--- config.mk ---
export PLATFORM = sky130hd
export DESIGN_NAME = instr_register_sequencer_flat
export DESIGN_NICKNAME = d
export VERILOG_FILES = /design/src/rtl/instr_register_pkg.sv /design/src/rtl/instr_register_sequencer_if.sv /design/src/rtl/instr_register_sequencer_rr_arbiter2.sv /design/src/rtl/instr_register_sequencer.sv /design/src/flat_wrapper.sv
export SDC_FILE = /design/constraint.sdc
export NUM_CORES = 1
export LEC_CHECK = 0
export ABC_AREA = 1
export CAP_MARGIN = 20
export CORE_AREA = 2 2 192 194
export CTS_BUF_LIST = sky130_fd_sc_hd__clkbuf_2 sky130_fd_sc_hd__clkbuf_4 sky130_fd_sc_hd__clkbuf_8
export DETAILED_ROUTE_END_ITERATION = 10
export DIE_AREA = 0 0 194 196
export SKIP_CTS_REPAIR_TIMING = 1
export SYNTH_ARGS = -nofsm -noshare
export SYNTH_HDL_FRONTEND = slang
export SYNTH_SLANG_ARGS = --single-unit
export TNS_END_PERCENT = 10
--- constraint.sdc ---
create_clock -name clk -period 4.6 [get_ports clk]
set_clock_uncertainty 0.2 [all_clocks]
set_input_delay 1.38 -clock clk [delete_from_list [all_inputs] [get_ports clk]]
set_output_delay 1.38 -clock clk [all_outputs]
set_load 0.03 [all_outputs]
--- src/rtl/instr_register_pkg.sv ---
// Shared types for the instruction register and its front-end sequencer.
// Optional feature macro used by the sequencer: INSTR_SEQ_STATS_EN.
package instr_register_pkg;

    typedef enum logic [3:0] {
        ZERO,
        PASSA,
        PASSB,
        ADD,
        SUB,
        MULT,
        DIV,
        MOD
    } opcode_t;

    typedef logic signed [31:0] operand_t;
    typedef logic signed [63:0] result_t;
    typedef logic [4:0]         address_t;

    typedef struct packed {
        opcode_t  opc;
        operand_t op_a;
        operand_t op_b;
        result_t  result;
    } instruction_t;

    typedef enum logic [1:0] {
        IDLE,
        RUN,
        DRAIN
    } seq_state_t;

    localparam int DEPTH   = 32;
    localparam int COUNT_W = $clog2(DEPTH) + 1;

    // Saturating increment for the per-requester accept statistics.
    function automatic logic [15:0] sat_inc16(input logic [15:0] v);
        return (v == 16'hFFFF) ? v : v + 16'd1;
    endfunction

endpackage

--- src/rtl/instr_register_sequencer_if.sv ---
// Requester and response handshake bundle of the instruction register sequencer.
interface instr_register_sequencer_if;
    import instr_register_pkg::*;

    logic [1:0]         req_valid;
    logic [1:0]         req_ready;
    opcode_t  [1:0]     req_opcode;
    operand_t [1:0]     req_operand_a;
    operand_t [1:0]     req_operand_b;

    logic               rsp_valid;
    logic               rsp_ready;
    instruction_t       rsp_instr;
    logic               rsp_src;

    modport slave (
        input  req_valid, req_opcode, req_operand_a, req_operand_b, rsp_ready,
        output req_ready, rsp_valid, rsp_instr, rsp_src
    );

    modport master (
        output req_valid, req_opcode, req_operand_a, req_operand_b, rsp_ready,
        input  req_ready, rsp_valid, rsp_instr, rsp_src
    );

endinterface

--- src/rtl/instr_register_sequencer_rr_arbiter2.sv ---
// Two-way round-robin arbiter; the last-granted pointer moves only when a grant is taken.
module rr_arbiter2 (
    input  logic       clk,
    input  logic       reset,
    input  logic [1:0] req,
    input  logic       advance,
    output logic [1:0] grant,
    output logic       grant_id
);

    logic lg;

    always_comb begin
        grant_id = 1'b0;
        grant    = 2'b00;
        case (req)
            2'b01:   grant_id = 1'b0;
            2'b10:   grant_id = 1'b1;
            2'b11:   grant_id = ~lg;
            default: grant_id = 1'b0;
        endcase
        if (|req) grant[grant_id] = 1'b1;
    end

    // Reset to 1 so requester 0 wins the first tie.
    always_ff @(posedge clk or posedge reset) begin
        if (reset)        lg <= 1'b1;
        else if (advance) lg <= grant_id;
    end

endmodule

--- src/rtl/instr_register_sequencer.sv ---
// Front-end sequencer for the 32-entry instruction register: arbitrated writes, FIFO-order reads.
// Optional statistics outputs acc_cnt0/acc_cnt1 are built when INSTR_SEQ_STATS_EN is defined.
module instr_register_sequencer
    import instr_register_pkg::*;
(
    input  logic                   clk,
    input  logic                   reset,
    input  logic                   start,
    input  logic                   drain,
    output logic                   busy,
    instr_register_sequencer_if.slave bus,
    output logic                   load_en,
    output address_t               write_pointer,
    output address_t               read_pointer,
    output opcode_t                opcode,
    output operand_t               operand_a,
    output operand_t               operand_b,
    input  instruction_t           instruction_word,
`ifdef INSTR_SEQ_STATS_EN
    output logic [15:0]            acc_cnt0,
    output logic [15:0]            acc_cnt1,
`endif
    output logic [COUNT_W-1:0]     count
);

    seq_state_t         state;
    seq_state_t         state_nx;
    address_t           wr_ptr;
    address_t           rd_ptr;
    logic [COUNT_W-1:0] cnt;
    logic               src [DEPTH];

    logic [1:0]         grant;
    logic               gid;
    logic [1:0]         ready;
    logic               full;
    logic               can_accept;
    logic               handshake;
    logic               rsp_valid;
    logic               pop;

    assign full = (cnt == COUNT_W'(DEPTH));

    rr_arbiter2 u_arb (
        .clk      (clk),
        .reset    (reset),
        .req      (bus.req_valid),
        .advance  (handshake),
        .grant    (grant),
        .grant_id (gid)
    );

    always_comb begin
        state_nx   = state;
        busy       = 1'b1;
        can_accept = 1'b0;
        case (state)
            IDLE: begin
                busy = 1'b0;
                if (start) state_nx = RUN;
            end
            RUN: begin
                can_accept = !full;
                if (drain) state_nx = DRAIN;
            end
            DRAIN: begin
                if (cnt == '0) state_nx = IDLE;
            end
            default: state_nx = IDLE;
        endcase
    end

    assign ready         = can_accept ? grant : 2'b00;
    assign bus.req_ready = ready;
    assign handshake     = |(bus.req_valid & ready);

    assign load_en       = handshake;
    assign write_pointer = wr_ptr;
    assign read_pointer  = rd_ptr;
    assign opcode        = handshake ? bus.req_opcode[gid]    : ZERO;
    assign operand_a     = handshake ? bus.req_operand_a[gid] : '0;
    assign operand_b     = handshake ? bus.req_operand_b[gid] : '0;

    // Register contents are never cleared, so everything read back is gated by occupancy.
    assign rsp_valid     = (cnt != '0);
    assign pop           = rsp_valid & bus.rsp_ready;
    assign bus.rsp_valid = rsp_valid;
    assign bus.rsp_instr = rsp_valid ? instruction_word : '0;
    assign bus.rsp_src   = rsp_valid & src[rd_ptr];
    assign count         = cnt;

    always_ff @(posedge clk or posedge reset) begin
        if (reset) begin
            state  <= IDLE;
            wr_ptr <= '0;
            rd_ptr <= '0;
            cnt    <= '0;
        end else begin
            state <= state_nx;
            if (handshake) wr_ptr <= wr_ptr + address_t'(1);
            if (pop)       rd_ptr <= rd_ptr + address_t'(1);
            case ({handshake, pop})
                2'b10:   cnt <= cnt + COUNT_W'(1);
                2'b01:   cnt <= cnt - COUNT_W'(1);
                default: cnt <= cnt;
            endcase
        end
    end

    always_ff @(posedge clk) begin
        if (handshake) src[wr_ptr] <= gid;
    end

`ifdef INSTR_SEQ_STATS_EN
    always_ff @(posedge clk or posedge reset) begin
        if (reset) begin
            acc_cnt0 <= '0;
            acc_cnt1 <= '0;
        end else if (handshake) begin
            if (gid == 1'b0) acc_cnt0 <= sat_inc16(acc_cnt0);
            else             acc_cnt1 <= sat_inc16(acc_cnt1);
        end
    end
`endif

endmodule

--- src/flat_wrapper.sv ---
// flat-port wrapper written by rule: the top's interface ports become plain ports
module instr_register_sequencer_flat import instr_register_pkg::*;
  (clk, reset, start, drain, busy, load_en, write_pointer, read_pointer, opcode, operand_a, operand_b, instruction_word, count, bus_req_valid, bus_req_opcode, bus_req_operand_a, bus_req_operand_b, bus_rsp_ready, bus_req_ready, bus_rsp_valid, bus_rsp_instr, bus_rsp_src);
  instr_register_sequencer_if bus_i ();
  input  logic clk;
  input  logic reset;
  input  logic start;
  input  logic drain;
  output logic busy;
  output logic load_en;
  output address_t write_pointer;
  output address_t read_pointer;
  output opcode_t opcode;
  output operand_t operand_a;
  output operand_t operand_b;
  input  instruction_t instruction_word;
  output logic [COUNT_W-1:0] count;
  input wire logic [$bits(bus_i.req_valid)-1:0] bus_req_valid;
  input wire logic [$bits(bus_i.req_opcode)-1:0] bus_req_opcode;
  input wire logic [$bits(bus_i.req_operand_a)-1:0] bus_req_operand_a;
  input wire logic [$bits(bus_i.req_operand_b)-1:0] bus_req_operand_b;
  input wire logic [$bits(bus_i.rsp_ready)-1:0] bus_rsp_ready;
  output wire logic [$bits(bus_i.req_ready)-1:0] bus_req_ready;
  output wire logic [$bits(bus_i.rsp_valid)-1:0] bus_rsp_valid;
  output wire logic [$bits(bus_i.rsp_instr)-1:0] bus_rsp_instr;
  output wire logic [$bits(bus_i.rsp_src)-1:0] bus_rsp_src;
  assign bus_i.req_valid = bus_req_valid;
  assign bus_i.req_opcode = bus_req_opcode;
  assign bus_i.req_operand_a = bus_req_operand_a;
  assign bus_i.req_operand_b = bus_req_operand_b;
  assign bus_i.rsp_ready = bus_rsp_ready;
  assign bus_req_ready = bus_i.req_ready;
  assign bus_rsp_valid = bus_i.rsp_valid;
  assign bus_rsp_instr = bus_i.rsp_instr;
  assign bus_rsp_src = bus_i.rsp_src;
  instr_register_sequencer u_core (.clk(clk), .reset(reset), .start(start), .drain(drain), .busy(busy), .bus(bus_i), .load_en(load_en), .write_pointer(write_pointer), .read_pointer(read_pointer), .opcode(opcode), .operand_a(operand_a), .operand_b(operand_b), .instruction_word(instruction_word), .count(count));
endmodule
Yosys cells after proc, flatten, opt, wreduce, memory -nomap -nowiden
Memories as Yosys holds them, arrays and structs flattened. Index checks and enable logic that the tools add are counted.

Bits in registers: 19. RAM bits: 32. Bits of input ports: 275. Word-level logic and storage cells: 59. Memories: 1.

Add/sub/neg operators: 4. Order comparisons: 2. Equal/unequal tests: 10. Muxes and demuxes: 24. Bitwise gates (word level): 4. Reductions and logical operators: 9.

Memory list: u_core.src (words 32, bits a word 1, read ports 1, clocked after memory_dff 0, write ports 1, line instr_register_sequencer.sv:31) `logic src [DEPTH];`.

Operators by type and width (number): two-way mux 32 bit (6); two-way mux 132 bit (1); two-way mux 4 bit (3); case mux 6 bit (2 select lines) (1); adder 5 x 1 -> 5 bit (second input constant) (2); two-way mux 2 bit (5); == test 2 bit (second input constant) (4); adder 6 x 1 -> 6 bit (second input constant) (1); == test 6 bit (second input constant) (1); zero test 6 bit (1); case mux 2 bit (3 select lines) (1); nonzero test 6 bit (1); subtractor 6 x 1 -> 6 bit (second input constant) (1); two-way mux 1 bit (5); == test 2 x 1 -> 1 bit (second input constant) (2); inequality test 2 bit (second input constant) (2); OR reduction 2 bit (2); AND reduction 3 bit (1); bitwise AND 1 bit (2); bitwise AND 2 bit (1); zero test 2 bit (1); < comparator 1 x 2 -> 1 bit (second input constant) (1); inequality test 2 x 1 -> 1 bit (second input constant) (1); case mux 1 bit (2 select lines) (1); other kinds (6) (6).

Logic depth before layout (Yosys ltp)
Gate-level depths: netlist of run 1.

Depth after elaboration: 12. Depth in mapped cells: 20. Mapped depth without buffers: 18.

Modules after synthesis
From an unflattened synthesis of run 1, not the netlist that was laid out.

Cell total of the unflattened synthesis: 834. Area total of the unflattened synthesis: 5099.9 sq um.

Modules (own cells, without submodules): instr_register_sequencer (times used 1, cells each 823, area each 5028.6 sq um, sequential area each 1411.4 sq um); rr_arbiter2 (times used 1, cells each 11, area each 71.3 sq um, sequential area each 26.3 sq um).

Worst setup path before layout of run 1
No wires, ideal clock.

Path kind: input-to-output. Start: input bus_req_valid[0]. End: output opcode[0]. Arrival: 3.015 ns. Required time: 3.020 ns. Path slack: 0.005 ns. Stages on the path: 6. Buffers on the path: 1. Cell sequence: nand2_1 -> nand2_2 -> inv_2 -> clkbuf_1 -> nand2_1 -> a21oi_1.

Cells in the longest elaborated chain, start to end: 11.

RTL lines: start: declaration (line flat_wrapper.sv:18) `input wire logic [$bits(bus_i.req_valid)-1:0] bus_req_valid;`; == test 2 bit (line instr_register_sequencer_rr_arbiter2.sv:16) `case (req)`; case mux 1 bit (2 select lines) * (line instr_register_sequencer_rr_arbiter2.sv:16); named net u_core.gid (line instr_register_sequencer.sv:34) `logic gid;`; < comparator 1 x 2 -> 1 bit (not written as such) or >= comparator 1 bit (tied branches) (line instr_register_sequencer_rr_arbiter2.sv:22) `if (|req) grant[grant_id] = 1'b1;`; logical AND 1 bit (not written as such) (line instr_register_sequencer_rr_arbiter2.sv:22); two-way mux 1 bit (not written as such) (line instr_register_sequencer_rr_arbiter2.sv:22); demux 1 bit (select 1 bit) (line instr_register_sequencer_rr_arbiter2.sv:22); two-way mux 2 bit (line instr_register_sequencer_rr_arbiter2.sv:22); two-way mux 2 bit (line instr_register_sequencer.sv:73) `assign ready = can_accept ? grant : 2'b00;`; bitwise AND 2 bit (line instr_register_sequencer.sv:75) `assign handshake = |(bus.req_valid & ready);`; OR reduction 2 bit (line instr_register_sequencer.sv:75); two-way mux 4 bit * (line instr_register_sequencer.sv:80) `assign opcode = handshake ? bus.req_opcode[gid] : ZERO;`; end: declaration (line flat_wrapper.sv:13) `output opcode_t opcode;`.

Mark *: on every way through the listed nets, which the timed path passes. The rest lies on a longest branch. The select of a mux whose other input is x is not followed.

Worst setup path after layout of run 1
Start: input bus_req_valid[0]. End: output operand_a[30].

Cells in the longest elaborated chain, start to end: 11.

RTL lines: == test 2 bit (line instr_register_sequencer_rr_arbiter2.sv:16); case mux 1 bit (2 select lines) (line instr_register_sequencer_rr_arbiter2.sv:16); < comparator 1 x 2 -> 1 bit (not written as such) or >= comparator 1 bit (tied branches) (line instr_register_sequencer_rr_arbiter2.sv:22); logical AND 1 bit (not written as such) (line instr_register_sequencer_rr_arbiter2.sv:22); two-way mux 1 bit (not written as such) (line instr_register_sequencer_rr_arbiter2.sv:22); demux 1 bit (select 1 bit) (line instr_register_sequencer_rr_arbiter2.sv:22); two-way mux 2 bit (line instr_register_sequencer_rr_arbiter2.sv:22); two-way mux 2 bit (line instr_register_sequencer.sv:73); bitwise AND 2 bit (line instr_register_sequencer.sv:75); OR reduction 2 bit (line instr_register_sequencer.sv:75); two-way mux 32 bit * (line instr_register_sequencer.sv:81) `assign operand_a = handshake ? bus.req_operand_a[gid] : '0;`; end: declaration (line flat_wrapper.sv:14) `output operand_t operand_a;`.

Mark *: on every way between the ends. The rest lies on a longest branch, timed or not. The select of a mux whose other input is x is not followed.

==> flow_summary.rst, run 1 <==
.. list-table::
   :header-rows: 1

   * - Metric
     - Value
   * - Worst reg2reg setup slack
     - 1380 ps
   * - Maximum number of pins on one net before global-route repair
     - 67
   * - Footprint of the multi-input gates
     - 2470 sq um
   * - Hold WS
     - 283 ps
   * - Achievable clock frequency
     - between 0.2 and 0.25 GHz
   * - Result of the run
     - completed
   * - Startpoint types
     - input port
   * - Unrepaired setup endpoints after global routing
     - no
   * - Placer Congestion
     - 0.921
   * - Worst vdd rail ir drop
     - 0.189 mV
   * - Seq/Total Area, Yosys
     - between 30 and 40%
   * - Total via count in the routed design
     - 6979
   * - Vias per cell
     - 3.85
   * - Total length of routed wires
     - 29.4 mm
   * - Critical Path Sink
     - operand_a[30]
   * - Crit path time final
     - ~4500 ps
   * - Remaining antenna violation count
     - 0
   * - Root Buffer
     - sky130_fd_sc_hd__clkbuf_8
   * - Relative slew slack
     - about 40%
   * - # clock sinks
     - about 50
   * - Initial antenna violation count
     - 6
   * - Worst endpoint data arrival time
     - 2950 ps
   * - Initial Util
     - 12.9%
   * - Post-synthesis instance total
     - 823
   * - Element type at the critical path end
     - output port
   * - Required time of the worst setup path
     - 3020 ps
   * - Distinct cell type count of the synthesized netlist
     - 28
   * - TritonCTS clock tree
     - yes
   * - Power density over the cells
     - 415 nW/um^2
   * - P_leak
     - 5.36 nW
   * - Final slew viol count
     - 0
   * - Vias in the first global route
     - approximately 7100
   * - Yosys warnings
     - 0
   * - HPWL after detailed placement
     - roughly 25 mm
   * - Residual DRC count
     - 0
   * - Final-layout setup total negative slack
     - 0 ps
   * - Die Footprint
     - approximately 38000 sq um
   * - Storage cell area
     - 1440 sq um
   * - Top fanout value on the critical path
     - 9
   * - Final period utilization
     - 98.6%
   * - Share of layout cells above drive strength 1
     - 11.5%
   * - Post-synthesis cell area
     - 4670 sq um
   * - Number of placement rows
     - 70
   * - Insertion delay to the later sink of the worst-skew pair
     - 330 ps
   * - Global route hottest layer
     - met2
   * - Growth of design area from synthesis to finish
     - 139%
   * - Number of DRC violations after detailed-routing iteration 0
     - between 300 and 400
   * - Routed len/inst
     - approximately 16 um
   * - Number of nets produced by synthesis
     - 1106
   * - H-tree depth
     - 2
   * - Core region area
     - between 30000 and 40000 sq um
   * - Destination of the worst register-to-register timing path
     - u_core.count[4]$_DFFE_PP0P_
   * - GR met2 Demand/Resource
     - 27.9%
   * - Met1 routing resource usage after global routing
     - 15.5%
   * - M3 GR Usage
     - 3.75%
   * - Worst Path Class, Setup
     - in -> out
   * - Setup crit start
     - bus_req_valid[0]
   * - Path class of the lowest-slack min-delay path
     - reg -> reg
   * - Fill cell total of the finished layout
     - between 3000 and 4000
   * - Number of input and output port buffers inserted
     - roughly 500
   * - Die Y
     - 196 um
   * - Depth of the worst register-to-register path
     - 18
   * - Wire length of the first global-routing pass
     - roughly 43 mm
   * - Final setup violating endpoints
     - 0
   * - 1st-pass router iterations
     - 5
   * - Number of max-cap violations
     - 0
   * - I/O pin count
     - 497
   * - CTS clock-pin slew for the worst setup and hold paths
     - ~100 ps
   * - Reg-to-reg critical path startpoint
     - u_core.count[0]$_DFFE_PP0P_
   * - Flop and latch count out of synthesis
     - 51
   * - Nets
     - 1622
   * - Inserted Clock Buffers
     - 5
   * - Total routing usage reported by global routing
     - 14.6%
   * - Clock Tree Buf Depth
     - 2
   * - Actual slew at the worst max-slew pin
     - 899 ps
   * - Average size of a mapped cell
     - 5.68 sq um
   * - Final hold violations
     - 0
   * - Gr ovfl total
     - 0
   * - Chip width
     - 194 um
-- where the power goes --
| group | total, mW | switching (mW) | leakage [nW] | internal (mW) |
|---|---|---|---|---|
| Clock | 0.284 | 0.168 | 0.0452 | 0.116 |
| Combinational | 3.61 | 2.04 | 4.80 | 1.56 |
| Sequential | 0.742 | 0.146 | 0.517 | 0.596 |
-- cell usage in the layout, fill, tap and decap left out, types with 7 or more instances in the layout --
cell type	count
sky130_fd_sc_hd__nand2_1	348
sky130_fd_sc_hd__o21ai_0	17
sky130_fd_sc_hd__ha_1	8
sky130_fd_sc_hd__inv_1	162
sky130_fd_sc_hd__nand3_1	27
sky130_fd_sc_hd__dfrtp_1	17
sky130_fd_sc_hd__a21oi_2	7
sky130_fd_sc_hd__a21oi_1	64
sky130_fd_sc_hd__buf_12	58
sky130_fd_sc_hd__edfxtp_1	32
sky130_fd_sc_hd__nor2_1	70
sky130_fd_sc_hd__clkdlybuf4s50_1	425
sky130_fd_sc_hd__buf_4	67
-- logic make-up after synthesis --
family,Yosys count,synth area share [%]
and+or+nand+nor,455,37.9
DFF,51,30.8
xor gates and xnor gates,8,1.50
adders and majority gates,8,2.14
buffers and inverters,208,17.3
AOI/OAI and AO/OA,93,10.4
-- synthesized netlist by cell type --
cell | n | area, sq um
sky130_fd_sc_hd__ha_1 | 8 | 100
sky130_fd_sc_hd__dfrtp_1 | 18 | 450
sky130_fd_sc_hd__inv_1 | 162 | 608
sky130_fd_sc_hd__dfstp_2 | 1 | 26.3
sky130_fd_sc_hd__a211oi_1 | 1 | 7.51
sky130_fd_sc_hd__inv_2 | 2 | 7.51
sky130_fd_sc_hd__xnor2_1 | 2 | 17.5
sky130_fd_sc_hd__edfxtp_1 | 32 | 961
sky130_fd_sc_hd__buf_1 | 1 | 3.75
sky130_fd_sc_hd__nand3_1 | 27 | 135
sky130_fd_sc_hd__a21oi_4 | 1 | 16.3
sky130_fd_sc_hd__nand2_1 | 348 | 1310
sky130_fd_sc_hd__nand2_2 | 3 | 18.8
sky130_fd_sc_hd__nand3_2 | 1 | 10.0
sky130_fd_sc_hd__buf_4 | 1 | 7.51
sky130_fd_sc_hd__nand4_1 | 2 | 12.5
sky130_fd_sc_hd__clkinv_1 | 1 | 3.75
sky130_fd_sc_hd__nor2_1 | 70 | 263
sky130_fd_sc_hd__clkbuf_1 | 23 | 86.3
sky130_fd_sc_hd__xor2_1 | 6 | 52.6
sky130_fd_sc_hd__a21boi_0 | 2 | 15.0
sky130_fd_sc_hd__nor3_1 | 2 | 10.0
sky130_fd_sc_hd__or2_2 | 1 | 6.26
sky130_fd_sc_hd__o22ai_1 | 1 | 6.26
sky130_fd_sc_hd__o21ai_0 | 17 | 85.1
sky130_fd_sc_hd__buf_2 | 18 | 90.1
sky130_fd_sc_hd__nor3_2 | 1 | 10.0
sky130_fd_sc_hd__a21oi_1 | 71 | 355
-- how the worst min path moves through the flow --
| stage | end | depth (start not counted) | start | slack [ps] |
|---|---|---|---|---|
| 6_report | u_core.state[0]$_DFFE_PP0P_ | 1 | u_core.state[0]$_DFFE_PP0P_ | 280 |
| 5_1_grt | u_core.state[0]$_DFFE_PP0P_ | 1 | u_core.state[0]$_DFFE_PP0P_ | 310 |
| 4_1_cts | u_core.state[0]$_DFFE_PP0P_ | 1 | u_core.state[0]$_DFFE_PP0P_ | 280 |
| 3_5_place_dp | u_core.state[0]$_DFFE_PP0P_ | 1 | u_core.state[0]$_DFFE_PP0P_ | 270 |
| 3_3_place_gp | u_core.state[0]$_DFFE_PP0P_ | 1 | u_core.state[0]$_DFFE_PP0P_ | 250 |
| 2_1_floorplan | u_core.state[0]$_DFFE_PP0P_ | 1 | u_core.state[0]$_DFFE_PP0P_ | 240 |
-- worst max-delay path, cell delays in order --
cell and delay, ps:
sky130_fd_sc_hd__clkdlybuf4s50_1 480, sky130_fd_sc_hd__nand2_1 90, sky130_fd_sc_hd__nand2_4 120, sky130_fd_sc_hd__buf_6 170, sky130_fd_sc_hd__buf_4 130, sky130_fd_sc_hd__nand2_1 100
sky130_fd_sc_hd__a21oi_1 310, sky130_fd_sc_hd__buf_12 170
-- metal layers --
metal | vias to the layer above | routed length (um)
met3 | 29 | 2420
met4 | 0 | 654
li1 | 3470 | -
met2 | 373 | 15700
met1 | 3107 | 10600
met5 | - | 0
-- stage by stage --
step           worst slack, ps  total power, mW  cells  utilization [%]  area (sq um)
2_1_floorplan             5.40             2.51    823                -          4670
3_3_place_gp             -53.2             4.34   1799             30.5         11000
3_5_place_dp             -30.1             4.36   1799             30.5         11000
4_1_cts                  -34.4             4.66   1807             30.7         11100
5_1_grt                   13.0             4.96   1811             31.0         11200
6_report                  66.7             4.63   1811             31.0         11200
-- state kept, by name (all words and copies together), names as in the netlist --
name and cells:
u_core.count 6, u_core.read_pointer 5, u_core.src 32, u_core.state 2
u_core.u_arb.lg 1, u_core.write_pointer 5
-- cell type report --
cell class              count  area share (%)
repair buffers            552            53.3
multi-input cells         564            22.1
flip-flops and latches     51            12.9
inverters                 165            5.60
well taps                 468            5.24
clock buffers               6           0.683
clock inverters             2           0.146
diodes                      3          0.0672
Note: power is estimated with default switching activity, not from simulation.
==> run 2: changes to the inputs <==
Settings changed: SLEW_MARGIN set to 20.
==> results of run 2 <==
Final layout, timing and power as in run 1 (identical DEF).
